### src/rtl/dds_fm_iq.sv
// Quadrature DDS with FM: carrier + scaled modulation drive a phase accumulator feeding a quarter-wave sine LUT.
// Optional build macro PHASE_DITHER_EN adds LFSR phase dither ahead of LUT address truncation.
module dds_fm_iq #(
  parameter int NBITS_PHASE    = 32,
  parameter int NBITS_LUT_ADDR = 8,
  parameter int NBITS_OUT      = 16,
  parameter int NBITS_MOD      = 16,
  parameter int FM_SHIFT       = 8,
  parameter     HEXVAL         = "DDSQLUT.hex"
) (
  input  logic                          clock,
  input  logic                          reset,
  input  logic                          enableclk,
  input  logic [NBITS_PHASE-1:0]        carrierinc,
  input  logic [NBITS_PHASE-1:0]        phaseoffset,
  input  logic                          sync_clear,
  input  logic signed [NBITS_MOD-1:0]   moddata,
  input  logic                          modvalid,
  input  logic [15:0]                   devgain,
  output logic signed [NBITS_OUT-1:0]   outsine,
  output logic signed [NBITS_OUT-1:0]   outcosine,
  output logic                          outvalid
);

  localparam int          NQ        = 2**NBITS_LUT_ADDR;
  localparam int          PW        = NBITS_MOD + 17;
  localparam int          AMP       = 2**(NBITS_OUT-1) - 1;
  localparam int unsigned TRUNC_LSB = NBITS_PHASE - 2 - NBITS_LUT_ADDR;
  localparam real         PI        = 3.14159265358979323846;

  typedef enum logic [1:0] {FILL_EMPTY, FILL_ONE, FILL_TWO, FILL_FULL} fill_state_t;

  // Table contents match the init file: sine sampled at half-step offsets, rounded.
  function automatic logic [NBITS_OUT-2:0] lut_entry(input int a);
    real x;
    x = real'(AMP) * $sin((real'(a) + 0.5) * PI / (2.0 * real'(NQ)));
    return (NBITS_OUT-1)'($rtoi(x + 0.5));
  endfunction

  logic [NBITS_OUT-2:0] lut [NQ];

  for (genvar gi = 0; gi < NQ; gi++) begin : g_lut
    assign lut[gi] = lut_entry(gi);
  end

  logic signed [NBITS_MOD-1:0] mod_reg;
  logic [NBITS_PHASE-1:0]      inc_reg;
  logic [NBITS_PHASE-1:0]      phase;
  logic signed [PW-1:0]        mod_ext;
  logic signed [PW-1:0]        gain_ext;
  logic signed [PW-1:0]        prod;
  logic signed [PW-1:0]        prod_sh;
  logic [NBITS_PHASE-1:0]      devterm;
  logic                        advance;

  assign advance  = enableclk && !sync_clear;
  assign mod_ext  = PW'(mod_reg);
  assign gain_ext = PW'({1'b0, devgain});
  assign prod     = mod_ext * gain_ext;
  assign prod_sh  = prod >>> FM_SHIFT;
  assign devterm  = NBITS_PHASE'(prod_sh);

  always_ff @(posedge clock or posedge reset) begin
    if (reset) begin
      mod_reg <= '0;
    end else if (modvalid) begin
      mod_reg <= moddata;
    end
  end

  always_ff @(posedge clock or posedge reset) begin
    if (reset) begin
      inc_reg <= '0;
      phase   <= '0;
    end else if (sync_clear) begin
      phase <= phaseoffset;
    end else if (enableclk) begin
      inc_reg <= carrierinc + devterm;
      phase   <= phase + inc_reg;
    end
  end

  logic [1:0]                quad;
  logic [NBITS_LUT_ADDR-1:0] addr;

`ifdef PHASE_DITHER_EN
  logic [15:0]            lfsr;
  logic [NBITS_PHASE-1:0] dith_add;
  logic [NBITS_PHASE-1:0] phase_t;

  always_ff @(posedge clock or posedge reset) begin
    if (reset) begin
      lfsr <= 16'hACE1;
    end else if (enableclk) begin
      lfsr <= {lfsr[14:0], lfsr[15] ^ lfsr[13] ^ lfsr[12] ^ lfsr[10]};
    end
  end

  // Dither lands only in the bits that truncation discards; carries may nudge the address.
  always_comb begin
    dith_add = '0;
    for (int unsigned i = 0; i < 16; i++) begin
      if (i < TRUNC_LSB) dith_add[i] = lfsr[i];
    end
  end

  assign phase_t = phase + dith_add;
  assign quad    = phase_t[NBITS_PHASE-1 -: 2];
  assign addr    = phase_t[NBITS_PHASE-3 -: NBITS_LUT_ADDR];
`else
  assign quad = phase[NBITS_PHASE-1 -: 2];
  assign addr = phase[NBITS_PHASE-3 -: NBITS_LUT_ADDR];
`endif

  logic [1:0]                quad_cos;
  logic [NBITS_LUT_ADDR-1:0] s1_sin_addr, s1_cos_addr;
  logic                      s1_sin_neg, s1_cos_neg;
  logic [NBITS_OUT-2:0]      s2_sin, s2_cos;
  logic                      s2_sin_neg, s2_cos_neg;
  logic [NBITS_OUT-1:0]      sin_mag, cos_mag;

  assign quad_cos = quad + 2'd1;
  assign sin_mag  = {1'b0, s2_sin};
  assign cos_mag  = {1'b0, s2_cos};

  always_ff @(posedge clock or posedge reset) begin
    if (reset) begin
      s1_sin_addr <= '0;
      s1_cos_addr <= '0;
      s1_sin_neg  <= 1'b0;
      s1_cos_neg  <= 1'b0;
      s2_sin      <= '0;
      s2_cos      <= '0;
      s2_sin_neg  <= 1'b0;
      s2_cos_neg  <= 1'b0;
      outsine     <= '0;
      outcosine   <= '0;
    end else if (advance) begin
      s1_sin_addr <= quad[0] ? ~addr : addr;
      s1_cos_addr <= quad_cos[0] ? ~addr : addr;
      s1_sin_neg  <= quad[1];
      s1_cos_neg  <= quad_cos[1];
      s2_sin      <= lut[s1_sin_addr];
      s2_cos      <= lut[s1_cos_addr];
      s2_sin_neg  <= s1_sin_neg;
      s2_cos_neg  <= s1_cos_neg;
      outsine     <= s2_sin_neg ? -sin_mag : sin_mag;
      outcosine   <= s2_cos_neg ? -cos_mag : cos_mag;
    end
  end

  fill_state_t fill_state, fill_next;
  logic        valid_next;

  always_ff @(posedge clock or posedge reset) begin
    if (reset) begin
      fill_state <= FILL_EMPTY;
      outvalid   <= 1'b0;
    end else begin
      fill_state <= fill_next;
      outvalid   <= valid_next;
    end
  end

  always_comb begin
    fill_next  = fill_state;
    valid_next = 1'b0;
    if (sync_clear) begin
      fill_next = FILL_EMPTY;
    end else if (enableclk) begin
      case (fill_state)
        FILL_EMPTY: fill_next = FILL_ONE;
        FILL_ONE:   fill_next = FILL_TWO;
        FILL_TWO: begin
          fill_next  = FILL_FULL;
          valid_next = 1'b1;
        end
        default: begin
          fill_next  = FILL_FULL;
          valid_next = 1'b1;
        end
      endcase
    end
  end

endmodule

### config.mk
export PLATFORM = sky130hd
export DESIGN_NAME = dds_fm_iq
export DESIGN_NICKNAME = d
export VERILOG_FILES = /design/src/rtl/dds_fm_iq.sv
export SDC_FILE = /design/constraint.sdc
export NUM_CORES = 2
export LEC_CHECK = 0
export ABC_AREA = 1
export CORE_MARGIN = 2
export CORE_UTILIZATION = 40
export CTS_CLUSTER_DIAMETER = 30
export CTS_CLUSTER_SIZE = 28
export DETAILED_ROUTE_END_ITERATION = 8
export PLACE_DENSITY = 0.63
export SLEW_MARGIN = 0
export SYNTH_ARGS = -nofsm -noshare
export SYNTH_HDL_FRONTEND = slang
export SYNTH_SLANG_ARGS = --single-unit
export TNS_END_PERCENT = 10
### constraint.sdc
create_clock -name clock -period 10 [get_ports clock]
set_input_delay 2.5 -clock clock [delete_from_list [all_inputs] [get_ports clock]]
set_output_delay 2.5 -clock clock [all_outputs]
set_load 0.005 [all_outputs]
Word-level counts from Yosys, hierarchy flattened

Memories as Yosys holds them, arrays and structs flattened. A register that Yosys moved wholly into a read port is not among the register bits.
Index checks and enable logic that the tools add are counted.

Register bits: 135
Memory bits (read-only): 7680
Input bits: 101
Output and inout bits: 33
Logic and storage cells: 44
Memories kept: 2

Memory list:

| memory          | words | bits a word | read ports | clocked after memory_dff | wr ports | line | source |
|---|---|---|---|---|---|---|---|
| (no name shown) | 256   | 15          | 1          | 1                        | 0        | 144  | `s2_cos <= lut[s1_cos_addr];` |
| (no name shown) | 256   | 15          | 1          | 1                        | 0        | 143  | `s2_sin <= lut[s1_sin_addr];` |

Add/subtract/negate cells: 5
Multiply operators: 1
Eq/ne operators: 1
Multiplexer cells: 12
Bitwise logic cells: 4
Reductions and logical operators: 6

Operators by type and width:

| kind                  | count |
|---|---|
| $add A32 B32 Y32      | 2 |
| $mux W32              | 2 |
| $mul A16 B17 Y33      | 1 |
| $mux W16              | 2 |
| $neg A15 Y16          | 2 |
| $not A8 Y9            | 2 |
| $mux W8               | 2 |
| $not A8 Y8            | 1 |
| $mux W2               | 2 |
| $pmux W2 S2           | 1 |
| $mux W1               | 3 |
| $add A2 B1 Y2 const B | 1 |
| $eq A2 B1 Y1 const B  | 1 |
| $logic_not A2 Y1      | 1 |
| $reduce_and A2 Y1     | 1 |
| $reduce_bool A2 Y1    | 1 |
| $reduce_or A2 Y1      | 1 |
| $logic_and A1 B1 Y1   | 1 |
| $logic_not A1 Y1      | 1 |
| $not A1 Y1            | 1 |

Longest topological paths before layout

Depth in word-level cells: 5
Gate-level depth with buffers: 40
Gate-level depth less buffers: 39

Worst setup path after synthesis

No wires, ideal clock.

Path kind: input port to flip-flop
Start point: in devgain[7]
End point: reg inc_reg[20]
Setup time: 118 ps
Arrival time: 8711 ps
Data required time: 9882 ps
Path slack: 1171 ps
Stages on the path: 30
Path buffers: 2
Path through: clkbuf_1 > clkbuf_1 > nand2_1 > fa_1 > inv_1 > fa_1 > inv_1 > fa_1 > inv_1 > fa_1 > fa_1 > inv_1 > fa_1 > inv_1 > ha_1 > a21oi_1 > o21ai_0 > a21oi_1 > nand2_2 > a21oi_1 > xnor2_1 > ha_1 > a21o_1 > nor2_1 > o21ai_0 > a21oi_1 > o21bai_1 > or2_2 > nand3_1 > nand2_1

Longest elaborated chain between the ends: 2

RTL lines:

| element              | line | source |
|---|---|---|
| from (decl)          | 19   | `input logic [15:0] devgain,` |
| $mul A16 B17 Y33     | 59   | `assign prod = mod_ext * gain_ext;` |
| $add A32 B32 Y32     | 78   | `inc_reg <= carrierinc + devterm;` |
| to (signal assigned) | 78   |  |
| to (decl)            | 47   | `logic [NBITS_PHASE-1:0] inc_reg;` |

No other way between the ends.
A chain may end at the register's enable or synchronous reset.

Final worst setup path

Same ends and word-level chain as after synthesis.

==> impl_metrics.ini <==
[run_status]
status = complete, no violations

[routing]
route.detailed.drc = 0
dr.pass1.iters = 6
drt_wl_total_mm = 103
via_count = 27848
post_drt_wl_per_cell_microns = 20.9
vias_per_cell = 5.66
postRouteAntennaNets = 0
drt_iter0_drc = 3170

[yosys]
synth_cells = 4019
synth_nets = 4533
synth_top_area_share_pct = 15.5
async_flop_share_pct = 100
synth_flop_cell = dfrtp_1
yosys_warnings = 0
netlist_area_sq_mm = 0.0266
synth_cell_type_count = 55
synth_largest_area_cell = dfrtp_1
ys_top_cells_by_count = nand2_1, inv_1, nor2_1, o21ai_0, nand3_1
yosysMostFrequentCell = nand2_1
yosysSeqAreaShare_pct = 15.5
synth_area_leaders = dfrtp_1, fa_1, nand2_1, ha_1, inv_1
synth-edff-count = 0
syn_area_per_cell_sq_um = 6.61
synth_seq_cells = 165

[global_routing]
grt_pass1_vias = 27341
grtUsageTotal_pct = 30.5
grt_overflow = 0
grt_max_degree = 95
antenna_found_initial = 1
grt_pass1_wl_mm = 161

[floorplan]
initial_core_util_pct = 40.4
core_area_sq_mm = 0.0657
fp-row-count = 94
io_pins = 134
die_w_microns = 262
die_y_microns = 262
die_area_sq_mm = 0.0685

[final_layout]
synthToLayoutAreaGrowth_pct = 10.2
num_antenna_cells = 0
multiInputGateArea_sq_mm = 0.0192
regArea_sq_mm = 0.00413
drive_above_1_share_pct = 4.26
nFillCells = 7040
nNetsFinal = 4558

[worst_setup_path]
crit-reg2reg-launch = mod_reg[2]$_DFFE_PP0P_
criticalPathCategory = in -> reg
cp_slowest_cell = clkdlybuf4s50_1
slowest_delay_ns = 0.56
cp.arrival_ns = 9.92
cp-start-kind = input port
worstSetupStartpoint = devgain[7]
cp_common_cell = fa_1
crit_path_end_kind = flop
crit_fanout = 7
required_ns = 10.38

[sta]
setup_violations = 0
final-max-slew-violation-count = 0
worst_pin_slew_ns = 1.19
fin_skew_ns = 0.0348
maxSlewHeadroom_pct = 19.9
fmax_mhz = 105
post-route-min-period_ns = 9.55
period_share_pct = 95.5
hold_viol_final = 0
setup_ws_ns = 0.455
rsz0062_at_grt = no

[place]
gp_congestion = 1.05
pre_cts_slack_ns = -0.0971
hpwlAfterDp_mm = 79.9
portBuffers = 133

[min_path]
hp-class = reg -> reg
hp-start = outsine[7]$_DFFE_PP0P_

[clocking]
cts_max_level = 4
clock_latency_ns = 0.51
cts_setup_buffers = 0
clk_pin_slew_ns = 0.08
clock_sinks = 165
cts_buffers = 17
cts_tree = built
clock_path_buffers = 2
clock-root-buffer = clkbuf_16

[run]
maxCapViolations = 0
## stage by stage
stage	cells	hold slack [ns]	setup TNS, ns	util (%)	area (sq um)
finish	4921	0.481	0	44.5	29300
global route	4921	0.510	0	44.5	29300
CTS	4921	0.491	0	44.5	29200
detailed placement	4889	0.471	-0.147	43.5	28600
global placement	4889	0.467	-0.251	43.5	28600
floorplan	4019	0.442	0	-	26600
## final timing paths
path | depth (start not counted) | slack [ns] | endpoint
worst max-delay path | 31 | 0.45 | inc_reg[20]$_DFFE_PP0P_
worst min-delay path | 2 | 0.48 | outsine[7]$_DFFE_PP0P_
worst max register to register | 27 | 2.38 | inc_reg[20]$_DFFE_PP0P_
worst min register to register | 2 | 0.48 | outsine[7]$_DFFE_PP0P_
max in group asynchronous | 3 | 5.99 | s1_sin_addr[2]$_DFFE_PP0P_
min in group asynchronous | 2 | 2.53 | outcosine[2]$_DFFE_PP0P_
## final cells by class
type / count / area share, %
Inverter: 659 / 8.49
Tap cell: 864 / 3.69
Multi-Input combinational cell: 3010 / 65.5
Timing Repair Buffer: 191 / 6.09
Clock inverter: 15 / 0.693
Clock buffer: 17 / 1.45
Sequential cell: 165 / 14.1
## timing repair
item / 4_1_cts / 5_1_grt
setup endpoints to repair: 0 / 2
hold buffers: 0 / 0
gates resized for setup: 0 / 8
endpoints found under the hold margin: 0 / 0
## per-layer routing
layer,global-route usage (%),wire (microns),vias up
met4,12.5,4330,2
met3,4.43,8080,268
met2,50.2,47300,1344
met5,0,12,-
met1,40.1,43000,13179
li1,-,-,13055
## layout by cell type, fill, tap and decap left out, types with 5 or more instances in the layout
| cell | instances |
|---|---|
| nand2_1 | 1032 |
| inv_1 | 641 |
| nor2_1 | 315 |
| o21ai_0 | 280 |
| nand3_1 | 246 |
| a21oi_1 | 219 |
| ha_1 | 218 |
| fa_1 | 195 |
| dfrtp_1 | 161 |
| clkdlybuf4s50_1 | 127 |
| o211ai_1 | 66 |
| buf_4 | 58 |
| xor2_1 | 52 |
| a31oi_1 | 42 |
| nand4_1 | 33 |
| a22oi_1 | 30 |
| nor3_1 | 30 |
| o21ai_1 | 28 |
| xnor2_1 | 21 |
| o2111ai_1 | 21 |
| o221ai_1 | 19 |
| o22ai_1 | 17 |
| clkbuf_16 | 17 |
| o31ai_1 | 15 |
| or2_2 | 15 |
| mux2_2 | 15 |
| inv_2 | 13 |
| nor2_2 | 12 |
| nand3b_1 | 11 |
| nand2_2 | 10 |
| o21a_1 | 7 |
| a21o_1 | 7 |
| a32oi_1 | 7 |
| o311ai_0 | 7 |
| clkinv_8 | 7 |
| o21bai_1 | 6 |
| dlymetal6s2s_1 | 6 |
| nor4_1 | 5 |
## critical path: cells and delay by family
family / cells / cell delay, ns
adder cells (fa/ha/maj): 8 / 3.71
XOR/XNOR: 1 / 0.22
AND/OR/NAND/NOR: 11 / 1.69
AO/OA/AOI/OAI: 4 / 0.73
buffers and inverters: 7 / 1.08
## kinds of logic (layout without fill, tap and decap cells)
| group | Yosys count | after routing | share of synthesized area, % |
|---|---|---|---|
| AO/OA/AOI/OAI | 792 | 792 | 17.5 |
| XOR/XNOR | 73 | 73 | 2.41 |
| adder cells (fa/ha/maj) | 413 | 413 | 25.0 |
| buffers and inverters | 844 | 882 | 12.4 |
| flip-flops | 165 | 165 | 15.5 |
| multiplexers | 15 | 15 | 0.636 |
| AND/OR/NAND/NOR | 1717 | 1717 | 26.6 |
Power is not shown: default switching activity piles up to over one toggle a cycle in this logic, so the estimate is an artifact.
